[src/rtl/fib_seq_engine.sv]
// Fibonacci engine with its datapath and control in one block. It computes F(N) either as a
// single result or as a stream of every term F(0)..F(N) on a valid/ready port.
module fib_seq_engine #(
   parameter int WIDTH = 16,
   parameter int NW    = 6
) (
   input  logic             CLK,
   input  logic             RST,
   input  logic             START,
   input  logic             ABORT,
   input  logic [NW-1:0]    N,
   input  logic             MODE,
   output logic             BUSY,
   output logic             DONE,
   output logic [WIDTH-1:0] RESULT,
   output logic             OVF,
   output logic             OUT_VALID,
   input  logic             OUT_READY,
   output logic [WIDTH-1:0] OUT_DATA,
   output logic [NW-1:0]    OUT_IDX
);

   typedef enum logic [1:0] {IDLE, CALC, EMIT} state_t;

   state_t           state;
   logic [WIDTH-1:0] a;
   logic [WIDTH-1:0] b;
   logic             aOvf;
   logic             bOvf;
   logic [NW-1:0]    idx;
   logic [NW-1:0]    nQ;
   logic [WIDTH:0]   sum;
   logic             atEnd;
   logic             accept;
   logic             advance;

   assign sum    = {1'b0, a} + {1'b0, b};
   assign atEnd  = (idx == nQ);
   assign accept = (state == IDLE) && START && !ABORT;
   // A step happens in CALC every cycle and in EMIT only on a handshake; the last term never steps.
   assign advance = !ABORT && !atEnd &&
                    ((state == CALC) || ((state == EMIT) && OUT_READY));

   assign BUSY      = (state != IDLE);
   assign OVF       = aOvf;
   assign OUT_VALID = (state == EMIT);
   assign OUT_DATA  = a;
   assign OUT_IDX   = idx;

   // Term pair a=F(idx), b=F(idx+1); the overflow flags are sticky, so they ride along with the terms.
   always_ff @(posedge CLK or posedge RST) begin
      if (RST) begin
         a    <= '0;
         b    <= '0;
         aOvf <= 1'b0;
         bOvf <= 1'b0;
         idx  <= '0;
         nQ   <= '0;
      end else if (accept) begin
         nQ   <= N;
         a    <= '0;
         b    <= {{(WIDTH-1){1'b0}}, 1'b1};
         aOvf <= 1'b0;
         bOvf <= 1'b0;
         idx  <= '0;
      end else if (advance) begin
         a    <= b;
         aOvf <= bOvf;
         b    <= sum[WIDTH-1:0];
         bOvf <= bOvf | sum[WIDTH];
         idx  <= idx + 1'b1;
      end
   end

   always_ff @(posedge CLK or posedge RST) begin
      if (RST) begin
         state  <= IDLE;
         DONE   <= 1'b0;
         RESULT <= '0;
      end else begin
         DONE <= 1'b0;
         case (state)
            IDLE: begin
               if (accept) state <= MODE ? EMIT : CALC;
            end
            CALC: begin
               if (ABORT) begin
                  state <= IDLE;
               end else if (atEnd) begin
                  RESULT <= a;
                  DONE   <= 1'b1;
                  state  <= IDLE;
               end
            end
            EMIT: begin
               if (ABORT) begin
                  state <= IDLE;
               end else if (OUT_READY && atEnd) begin
                  RESULT <= a;
                  DONE   <= 1'b1;
                  state  <= IDLE;
               end
            end
            default: state <= IDLE;
         endcase
      end
   end

endmodule

[config.mk]
export PLATFORM = sky130hd
export DESIGN_NAME = fib_seq_engine
export DESIGN_NICKNAME = d
export VERILOG_FILES = /design/src/rtl/fib_seq_engine.sv
export SDC_FILE = /design/constraint.sdc
export NUM_CORES = 1
export LEC_CHECK = 0
export BUFFER_PORTS_ARGS = -buffer_cell sky130_fd_sc_hd__buf_2
export CAP_MARGIN = 20
export CORE_ASPECT_RATIO = 0.7
export CORE_MARGIN = 4
export CORE_UTILIZATION = 51
export DETAILED_ROUTE_END_ITERATION = 10
export PLACE_DENSITY = 0.76
export REMOVE_ABC_BUFFERS = 1
export SYNTH_ARGS = -nofsm -noshare
export SYNTH_HDL_FRONTEND = slang
export SYNTH_SLANG_ARGS = --single-unit
[constraint.sdc]
create_clock -name CLK -period 2.35 [get_ports CLK]
set_clock_uncertainty 0.2 [all_clocks]
set_input_delay 0 -clock CLK [delete_from_list [all_inputs] [get_ports CLK]]
set_output_delay 0 -clock CLK [all_outputs]
set_load 0.02 [all_outputs]
==> metrics.md, run 1 <==
| Metric | Value |
|---|---|
| Tot Pwr | a little under 4000 uW |
| Yosys warning count | 0 |
| Antenna diode count | 0 |
| Final-layout worst hold slack | approximately 0.20 ns |
| Number of rows in the core area | 24 |
| Hold Fails Final Rpt | 0 |
| Floorplan die height | ~77 um |
| Max-slew violations | 0 |
| Fmax | 437.8 MHz |
| Mux contribution to synthesized area | 0.07451 |
| Area Overhead vs Synth | 27.32% |
| Data required time at the worst endpoint | between 2 and 2.5 ns |
| Number of distinct standard cells referenced by the synthesized netlist | 37 |
| Number of buffers between clock root and the deepest sink | 2 |
| GR Overflow Total | 0 |
| Number of standard cells in the final layout excluding fillers | 545 |
| Count of buffers from port buffering | 53 |
| Clock network latency to the later pin of the worst-skew pair | between 0.3 and 0.4 ns |
| Static leakage power | roughly 0.0022 uW |
| Unrepaired setup endpoints after global routing | yes |
| CP cell instances | ha_1 -> o211ai_1 -> nor3_2 -> o311a_1 -> or3_4 -> xnor2_2 -> o21ai_1 |
| Netlist area before placement | 3476 um2 |
| Final setup violating endpoints | 0 |
| HPWL after detailed placement | about 5500 um |
| Number of antenna violations at the first check in global routing | 0 |
| Outcome | complete, no violations |
| IO Count | 54 |
| Maximum number of pins on one net before global-route repair | 55 |
| Ratio of routed vias to standard cells | 5.297 |
| Global-route total usage across every layer | 0.2081 |
| Clk root buf | sky130_fd_sc_hd__clkbuf_8 |
| Clock tree from TritonCTS | yes |
| H-Tree Depth | 3 |
| Total number of clock tree sinks | between 60 and 70 |
| Via count of the first global-routing pass | ~2900 |
| Power density over the cells | 881.6 nW/um2 |
| Data arrival time at the worst-slack endpoint | ~2.3 ns |
| Core area | 6426 um2 |
| Library cell contributing the largest single delay on the critical path | sky130_fd_sc_hd__dfrtp_1 |
| Wirelength, routed | between 8000 and 9000 um |
| Post-synthesis async set-or-reset flop share | 1.000 |
| Time the final worst path needs with I/O delays and setup | approximately 2.3 ns |
| Routed via count | between 2000 and 3000 |
| Initial cell density of the core | 0.5409 |
| Nets | approximately 480 |
| Synth Area in Compound Gates | 0.1368 |
| Ratio of final minimum period to clock period | 0.9720 |
| Routability congestion estimate from global placement | between 0.8 and 0.9 |
| Global-route wire length before repair | approximately 14000 um |
| Floorplan die width | 106.7 um |
| Simple-gate portion of the synthesized area | 0.1577 |
| Adder-cell area share of the yosys netlist | 0.07775 |
| EDFF count, synth | 0 |
| Maximum fanout count along the critical path | 2 |
| Xor-xnor portion of the synthesized cell area | 0.05544 |
| Worst voltage drop across the vdd grid | just under 0.0006 V |
| Worst path max stage delay | 0.38 ns |
| Post-detailed-route wirelength per cell | approximately 15 um |
| Least-Margin Pin Slew | about 0.38 ns |
| Sequential element share of the synthesized area | 0.4680 |
| Clock-pin slew on the worst setup and hold paths | 0.07 ns |
| Clock buffers created by TritonCTS | 9 |
| Number of placed instances with taps included | 511 |
| Layout cell share with drive strength beyond 1 | 0.2599 |
| Count of unresolved DRC violations after routing | 0 |
| Prevailing post-synth register cell | sky130_fd_sc_hd__dfrtp_1 |
| Post-Syn Instances | 364 |
| Crit. End Element | flop |
| Antenna Violating Nets Remaining | 0 |
| DRC marker count from the first detailed-route iteration | 170 |
| Post-Syn Area per Cell | roughly 9.5 um2 |
| Max Cap Viol | 0 |
| Largest family of logic cells by synthesized area | simple AND/OR/NAND/NOR gates |
| Die area | ~8000 um2 |
| Utilization after layout | 0.6887 |
| Startpoint class of the critical path | flop |
| Hold WC Path Type | in2reg |
| Number of synthesized register bits | 65 |
| Type of the setup path with the least slack | reg2reg |
| Worst slew margin | 0.7410 |
| First-pass iteration count of the detailed router | 4 |
power by group:
part | total, uW | internal, uW | switching, uW | leakage [uW]
registers | 1490 | 1320 | 170 | 0.000884
logic | 1380 | 585 | 799 | 0.00126
clock network | 1030 | 620 | 409 | 0.000106
total | 3900 | 2520 | 1380 | 0.00225
cell usage after synthesis, types with 3 or more instances:
cell	count	area (um2)
sky130_fd_sc_hd__nor3_1	5	25.02
sky130_fd_sc_hd__inv_1	9	33.78
sky130_fd_sc_hd__a21o_1	4	30.03
sky130_fd_sc_hd__nor2_1	15	56.30
sky130_fd_sc_hd__nand3_1	12	60.06
sky130_fd_sc_hd__xor2_1	11	96.34
sky130_fd_sc_hd__clkbuf_1	13	48.80
sky130_fd_sc_hd__nand4_1	3	18.77
sky130_fd_sc_hd__o21ai_1	5	25.02
sky130_fd_sc_hd__a211oi_1	4	30.03
sky130_fd_sc_hd__dfrtp_1	65	1627
sky130_fd_sc_hd__xnor2_1	11	96.34
sky130_fd_sc_hd__o21ai_0	13	65.06
sky130_fd_sc_hd__ha_1	20	250.2
sky130_fd_sc_hd__mux2_1	7	78.83
sky130_fd_sc_hd__a21oi_1	40	200.2
sky130_fd_sc_hd__mux2i_1	3	30.03
sky130_fd_sc_hd__o211ai_1	5	37.54
sky130_fd_sc_hd__nand2_1	86	322.8
sky130_fd_sc_hd__mux2_4	10	150.1
critical path: cells and delay by family (launching register included):
kind	cells	cell delay, ns
xor gates and xnor gates	1	0.15
DFF	1	0.38
AOI/OAI and AO/OA	3	0.64
adders and majority gates	1	0.31
and+or+nand+nor	2	0.47
sequential cells by signal, summed over array words and instances, names as in the netlist:
name	flops
DONE	1
nQ	6
RESULT	16
OUT_DATA	16
OVF	1
bOvf	1
OUT_IDX	6
b	16
state	2
cell families after synthesis:
| group | after synthesis |
|---|---|
| mux | 20 |
| fa+ha+maj | 21 |
| compound gates | 82 |
| flops | 65 |
| xor+xnor | 22 |
| simple gates | 129 |
| buf+inv | 25 |
routing by layer:
| metal | track usage | routed length, um |
|---|---|---|
| met2 | 0.3216 | 3760 |
| met4 | 0.05109 | 77 |
| met5 | 0 | 0 |
| met1 | 0.2926 | 3844 |
| met3 | 0.05537 | 402 |
through the flow:
stage           TNS, ns  setup WS, ns  instance area [um2]
5_1_grt        -0.07432      -0.04391                 4425
2_1_floorplan    -35.58        -1.061                 3406
6_report              0       0.06578                 4425
3_5_place_dp          0      0.007176                 3971
3_3_place_gp          0       0.04243                 3971
4_1_cts               0      0.003894                 4317
layout make-up:
| type | instances | area [um2] |
|---|---|---|
| clock buffer | 12 | 145.1 |
| clock inverter | 3 | 65.06 |
| fill | 495 | 2001 |
| inverter | 9 | 33.78 |
| multi-input combinational | 274 | 1817 |
| sequential | 65 | 1627 |
| tap | 91 | 113.9 |
| timing repair buffer | 91 | 624.3 |
cell usage in the layout, fill, tap and decap left out, types with 2 or more instances in the layout:
cell / instances
sky130_fd_sc_hd__inv_1: 8
sky130_fd_sc_hd__xnor2_1: 10
sky130_fd_sc_hd__o211ai_1: 5
sky130_fd_sc_hd__dlygate4sd3_1: 13
sky130_fd_sc_hd__clkbuf_1: 2
sky130_fd_sc_hd__nand3_1: 12
sky130_fd_sc_hd__clkbuf_8: 10
sky130_fd_sc_hd__nor2_1: 14
sky130_fd_sc_hd__nor3_1: 4
sky130_fd_sc_hd__mux2_1: 7
sky130_fd_sc_hd__nand2_1: 86
sky130_fd_sc_hd__dfrtp_1: 65
sky130_fd_sc_hd__mux2i_1: 3
sky130_fd_sc_hd__o22ai_1: 2
sky130_fd_sc_hd__buf_2: 53
sky130_fd_sc_hd__or3_4: 2
sky130_fd_sc_hd__bufinv_16: 2
sky130_fd_sc_hd__a21oi_2: 2
sky130_fd_sc_hd__o21ai_0: 13
sky130_fd_sc_hd__buf_12: 3
sky130_fd_sc_hd__nand2b_1: 2
sky130_fd_sc_hd__o21ai_1: 5
sky130_fd_sc_hd__o21bai_1: 2
sky130_fd_sc_hd__buf_4: 21
sky130_fd_sc_hd__and3_1: 2
sky130_fd_sc_hd__a21oi_1: 38
sky130_fd_sc_hd__xor2_1: 11
sky130_fd_sc_hd__ha_1: 17
sky130_fd_sc_hd__mux2_4: 10
sky130_fd_sc_hd__a211oi_1: 3
sky130_fd_sc_hd__ha_4: 2
sky130_fd_sc_hd__nand4_1: 3
sky130_fd_sc_hd__a21o_1: 4
repair_timing:
item / in CTS / in global routing
gates cloned: 0 / 0
pin swaps: 0 / 7
endpoints found under the hold margin: 74 / 0
hold buffers: 13 / 0
endpoints found under the setup margin: 1 / 16
gates resized for setup: 1 / 11
setup buffers: 0 / 6
path summary, 6_finish.rpt:
path	start	endpoint	cells after the start	slack, ns
setup reg to reg	OUT_DATA[2]	b[11]	7	0.07
setup / recovery	OUT_DATA[2]	b[11]	7	0.07
max in group asynchronous	RST	OUT_DATA[1]	5	0.86
hold / removal	N[4]	nQ[4]	4	0.20
hold reg to reg	RESULT[11]	RESULT[11]	1	0.29
min in group asynchronous	RST	OUT_IDX[5]	4	0.50
No activity file was read; power rests on OpenSTA's default activity.
==> run 2: changes to the inputs <==
==> constraint.sdc (replaced) <==
create_clock -name CLK -period 2.35 [get_ports CLK]
set_clock_uncertainty 0.2 [all_clocks]
set_input_delay 0.1175 -clock CLK [delete_from_list [all_inputs] [get_ports CLK]]
set_output_delay 0.1175 -clock CLK [all_outputs]
set_load 0.02 [all_outputs]
==> metrics.md, run 2 (same netlist as run 1, synthesis figures left out) <==
| Metric | Value |
|---|---|
| Area Overhead vs Synth | 28.55% |
| HPWL after detailed placement | 5616 um |
| Startpoint class of the critical path | flop |
| Core area | between 6000 and 7000 um2 |
| Floorplan die height | between 70 and 80 um |
| Via count of the first global-routing pass | between 2000 and 3000 |
| Utilization after layout | 0.6953 |
| Unrepaired setup endpoints after global routing | yes |
| Clk root buf | sky130_fd_sc_hd__clkbuf_8 |
| Data arrival time at the worst-slack endpoint | between 2 and 2.5 ns |
| Fmax | ~440 MHz |
| Max-slew violations | 0 |
| Worst voltage drop across the vdd grid | around 0.00047 V |
| CP cell instances | ha_4 -> a211oi_4 -> nor3_2 -> o311a_1 -> or3_4 -> xnor2_2 -> o21ai_1 |
| Clock-pin slew on the worst setup and hold paths | roughly 0.07 ns |
| Total number of clock tree sinks | 65 |
| Commonest cells after routing, fill and taps aside | 86 x sky130_fd_sc_hd__nand2_1, 64 x sky130_fd_sc_hd__dfrtp_1, 53 x sky130_fd_sc_hd__buf_2, 38 x sky130_fd_sc_hd__a21oi_1, 17 x sky130_fd_sc_hd__buf_4 |
| IO Count | 54 |
| Worst path top cell family by delay | compound AO/OA/AOI/OAI gates |
| Power density over the cells | between 800 and 900 nW/um2 |
| Clock network latency to the later pin of the worst-skew pair | about 0.35 ns |
| Final setup violating endpoints | 0 |
| Number of buffers between clock root and the deepest sink | 2 |
| Leading cell type in the layout, fill and taps excluded | sky130_fd_sc_hd__nand2_1 |
| Clock tree from TritonCTS | yes |
| Outcome | complete, no violations |
| Time the final worst path needs with I/O delays and setup | approximately 2.3 ns |
| H-Tree Depth | 3 |
| Nets | approximately 480 |
| Area of placed instances | around 4000 um2 |
| Count of unresolved DRC violations after routing | 0 |
| Static leakage power | ~0.0022 uW |
| Ratio of routed vias to standard cells | between 5 and 6 |
| Layout cell share with drive strength beyond 1 | 0.2643 |
| Worst slew margin | 0.6710 |
| Maximum number of pins on one net before global-route repair | 44 |
| Crit. End Element | flop |
| Hold Fails Final Rpt | 0 |
| DRC marker count from the first detailed-route iteration | roughly 120 |
| Final-layout worst hold slack | between 0.04 and 0.05 ns |
| Routability congestion estimate from global placement | approximately 0.9 |
| Max Cap Viol | 0 |
| Clock buffers created by TritonCTS | 9 |
| Filler cell count in the final layout | 503 |
| Ratio of final minimum period to clock period | 0.9671 |
| Final Cell Area | 4468 um2 |
| Maximum fanout count along the critical path | 2 |
| Floorplan die width | 106.7 um |
| Routed via count | around 3000 |
| Global-route wire length before repair | approximately 14000 um |
| Post-detailed-route wirelength per cell | roughly 16 um |
| Wirelength, routed | between 8000 and 9000 um |
| Count of buffering cells on the critical path with inverters included | 0 |
| Antenna diode count | 0 |
| Type of the setup path with the least slack | reg2reg |
| Antenna Violating Nets Remaining | 0 |
| Library cell contributing the largest single delay on the critical path | sky130_fd_sc_hd__dfrtp_1 |
| Data required time at the worst endpoint | 2.38 ns |
| Hold WC Path Type | in2reg |
| Global-route total usage across every layer | 0.2106 |
| Total Neg Setup Slack | 0 ns |
| Number of antenna violations at the first check in global routing | 0 |
| Initial cell density of the core | 0.5409 |
| Worst path max stage delay | about 0.42 ns |
| GR Overflow Total | 0 |
| Number of rows in the core area | 24 |
| Least-Margin Pin Slew | 0.4883 ns |
| First-pass iteration count of the detailed router | 4 |
| Count of buffers from port buffering | 53 |
| Die area | between 8000 and 9000 um2 |
run 2: layout make-up:
type                    count  area, um2  share of cell area
multi-input cells         274       1854              0.4150
flip-flops and latches     65       1628              0.3643
repair buffers             90      649.4              0.1453
clock buffers              13      148.9             0.03332
well taps                  91      113.9             0.02548
clock inverters             3      40.04            0.008961
inverters                   9      33.78            0.007561
run 2: worst min-delay path: cells and delay by family:
family,cells,cell delay [ns]
AND/OR/NAND/NOR,3,0.20
buffers and inverters,1,0.12
AO/OA/AOI/OAI,1,0.13
run 2: stage by stage:
stage / cells / power [uW] / setup slack, ns
2_1_floorplan: 348 / 2358 / -1.061
3_3_place_gp: 511 / 2786 / 0.04960
3_5_place_dp: 511 / 2852 / 0.006876
4_1_cts: 541 / 3824 / 0.006193
5_1_grt: 545 / 4186 / -0.03024
6_report: 545 / 3923 / 0.07729
run 2: routing by layer:
metal | global-route usage | share of wire
met5 | 0 | 0
met4 | 0.07152 | 0.017
met3 | 0.06292 | 0.061
met2 | 0.3172 | 0.46
met1 | 0.2904 | 0.47
run 2: path summary, 6_finish.rpt:
| path | start | endpoint | slack [ns] | cells after the start |
|---|---|---|---|---|
| setup / recovery | b[1] | b[11] | 0.08 | 7 |
| hold / removal | OUT_READY | DONE | 0.05 | 5 |
| setup reg to reg | b[1] | b[11] | 0.08 | 7 |
| hold reg to reg | RESULT[10] | RESULT[10] | 0.29 | 1 |
| max in group asynchronous | RST | OUT_DATA[9] | 1.21 | 4 |
| min in group asynchronous | RST | RESULT[12] | 0.13 | 3 |
run 2: report_power, final:
part	switching, uW	internal [uW]
clock network	416	517
registers	174	1320
logic	862	636
total	1450	2470
run 2: what timing repair did:
action	in CTS	in global routing
hold buffers	14	0
resized for setup	3	15
endpoints found under the setup margin	1	18
gates cloned	0	1
pin swaps	1	7
hold endpoints to repair	58	0
buffers inserted	0	3
==> run 3: changes to the inputs <==
--- a/config.mk
+++ b/config.mk
@@ -9,9 +9,9 @@
 export CAP_MARGIN = 20
 export CORE_ASPECT_RATIO = 0.7
 export CORE_MARGIN = 4
-export CORE_UTILIZATION = 51
+export CORE_UTILIZATION = 57
 export DETAILED_ROUTE_END_ITERATION = 10
-export PLACE_DENSITY = 0.76
+export PLACE_DENSITY = 0.8
 export REMOVE_ABC_BUFFERS = 1
 export SYNTH_ARGS = -nofsm -noshare
 export SYNTH_HDL_FRONTEND = slang
==> constraint.sdc (replaced) <==
create_clock -name CLK -period 2.5 [get_ports CLK]
set_clock_uncertainty 0.2 [all_clocks]
set_input_delay 0.125 -clock CLK [delete_from_list [all_inputs] [get_ports CLK]]
set_output_delay 0.125 -clock CLK [all_outputs]
set_load 0.02 [all_outputs]
==> metrics.md, run 3 (same netlist as run 1, synthesis figures left out) <==
| Metric | Value |
|---|---|
| Routed via count | ~2900 |
| Hold Fails Final Rpt | 0 |
| Crit. End Element | flop |
| Commonest cells after routing, fill and taps aside | 85 x sky130_fd_sc_hd__nand2_1, 64 x sky130_fd_sc_hd__dfrtp_1, 53 x sky130_fd_sc_hd__buf_2, 39 x sky130_fd_sc_hd__a21oi_1, 19 x sky130_fd_sc_hd__ha_1 |
| Data required time at the worst endpoint | approximately 2.5 ns |
| Fmax | between 400 and 500 MHz |
| IO Count | between 50 and 60 |
| First-pass iteration count of the detailed router | 4 |
| Max-slew violations | 0 |
| CP cell instances | xor2_1 -> nor4_4 -> nand2_2 -> or3_4 -> buf_4 -> mux2_1 |
| Wire length on met1 | 3681 um |
| Die area | ~7400 um2 |
| Number of buffers between clock root and the deepest sink | 2 |
| Via count of the first global-routing pass | 2801 |
| Routability congestion estimate from global placement | approximately 0.93 |
| Maximum fanout count along the critical path | 10 |
| Static leakage power | 0.002156 uW |
| Clock network latency to the later pin of the worst-skew pair | 0.34 ns |
| Count of buffering cells on the critical path with inverters included | 1 |
| Uppermost metal layer occupied by signal nets | met4 |
| Count of buffers from port buffering | between 50 and 60 |
| Global-route wire length before repair | approximately 13000 um |
| Unrepaired setup endpoints after global routing | no |
| Floorplan die height | around 73 um |
| HPWL after detailed placement | approximately 5400 um |
| Clk root buf | sky130_fd_sc_hd__clkbuf_8 |
| Utilization after layout | 0.7256 |
| Hold WC Path Type | in2reg |
| Worst path max stage delay | 0.44 ns |
| Total number of clock tree sinks | 65 |
| Detailed-routed wire length on met3 | ~560 um |
| Outcome | complete, no violations |
| Final setup violating endpoints | 0 |
| Least-Margin Pin Slew | 0.8244 ns |
| Worst path top cell family by delay | simple AND/OR/NAND/NOR gates |
| Worst slew margin | 0.4504 |
| H-Tree Depth | 3 |
| Floorplan die width | roughly 100 um |
| Initial cell density of the core | 0.5979 |
| WL met2 | 3697 um |
| Global-route total usage across every layer | 0.2280 |
| Startpoint class of the critical path | flop |
| Post-detailed-route wirelength per cell | 15.58 um |
| Power density over the cells | about 840 nW/um2 |
| Clock tree from TritonCTS | yes |
| Max Cap Viol | 0 |
| Antenna Violating Nets Remaining | 0 |
| Number of rows in the core area | 23 |
| Number of antenna violations at the first check in global routing | 0 |
| Tot Pwr | ~3500 uW |
| Library cell contributing the largest single delay on the critical path | sky130_fd_sc_hd__dfrtp_2 |
| Clock buffers created by TritonCTS | 9 |
| DRC marker count from the first detailed-route iteration | ~110 |
| Maximum number of pins on one net before global-route repair | 66 |
| Worst voltage drop across the vdd grid | approximately 0.00038 V |
| Area Overhead vs Synth | 21.35% |
| Ratio of routed vias to standard cells | between 5 and 6 |
| Nets | about 470 |
| Leading cell type in the layout, fill and taps excluded | sky130_fd_sc_hd__nand2_1 |
| Clock-pin slew on the worst setup and hold paths | 0.07 ns |
| Ratio of final minimum period to clock period | 0.9588 |
| Type of the setup path with the least slack | reg2reg |
| Wirelength, routed | 7990 um |
| Data arrival time at the worst-slack endpoint | 2.42 ns |
| Antenna diode count | 0 |
| Time the final worst path needs with I/O delays and setup | between 2 and 2.5 ns |
| Layout cell share with drive strength beyond 1 | 0.2283 |
| Core area | just under 6000 um2 |
| GR Overflow Total | 0 |
| Count of unresolved DRC violations after routing | 0 |
[run 3: changes by cell type in the layout (fill, tap and decap cells not counted), moves of 2 or more]
cell / previous run / this run
sky130_fd_sc_hd__buf_4: 17 / 9
sky130_fd_sc_hd__dlygate4sd3_1: 14 / 11
sky130_fd_sc_hd__ha_1: 16 / 19
sky130_fd_sc_hd__buf_12: 4 / 2
sky130_fd_sc_hd__clkinv_2: 2 / 0
sky130_fd_sc_hd__ha_4: 3 / 1
[run 3: tightest hold or removal path, stage by stage]
cell and delay, ns:
sky130_fd_sc_hd__buf_2 0.12, sky130_fd_sc_hd__a21oi_1 0.12, sky130_fd_sc_hd__nor2_1 0.07, sky130_fd_sc_hd__nand2_1 0.07
sky130_fd_sc_hd__nor2_1 0.04
[run 3: timing repair]
action                                 in CTS  in global routing
endpoints found under the hold margin      74                  0
buffers inserted                            0                  1
setup endpoints to repair                   0                 18
resized for setup                           0                  7
hold buffers                               11                  0
[run 3: path summary, 6_finish.rpt]
path                       slack, ns         end  cells after the start        from
min                             0.04        DONE                      5   OUT_READY
max in group asynchronous       1.13  OUT_IDX[0]                      4         RST
min in group asynchronous       0.37  RESULT[15]                      4         RST
max                             0.10   RESULT[8]                      6  OUT_IDX[0]
min reg2reg                     0.29   RESULT[9]                      1   RESULT[9]
max reg2reg                     0.10   RESULT[8]                      6  OUT_IDX[0]
[run 3: final cells by class]
type                    instances  area (um2)
inverters                       9       33.78
well taps                      75       93.84
multi-input cells             274        1783
clock inverters                 2       37.54
fillers                       432        1595
clock buffers                  13       158.9
flip-flops and latches         65        1628
repair buffers                 75       483.0
[run 3: stage by stage]
step	cells	hold WS (ns)	setup slack (ns)	cell area (um2)	TNS (ns)
finish	513	0.03880	0.1029	4218	0
global route	513	0.05546	0.001767	4218	0
CTS	512	0.03385	0.04377	4178	0
detailed placement	486	0.1219	0.06924	3871	0
global placement	486	0.1153	0.1654	3871	0
floorplan	348	0.01407	-0.9108	3406	-27.33
[run 3: power by group]
part	switching (uW)	internal, uW	leakage, uW	total, uW
registers	167	1240	0.000883	1410
logic	732	495	0.00118	1230
clock network	383	510	0.0000957	893
[run 3: routing by layer]
layer | vias up | track usage
met4 | 0 | 0.05605
met1 | 1377 | 0.3083
met3 | 5 | 0.06546
met5 | - | 0
met2 | 88 | 0.3659
li1 | 1391 | -
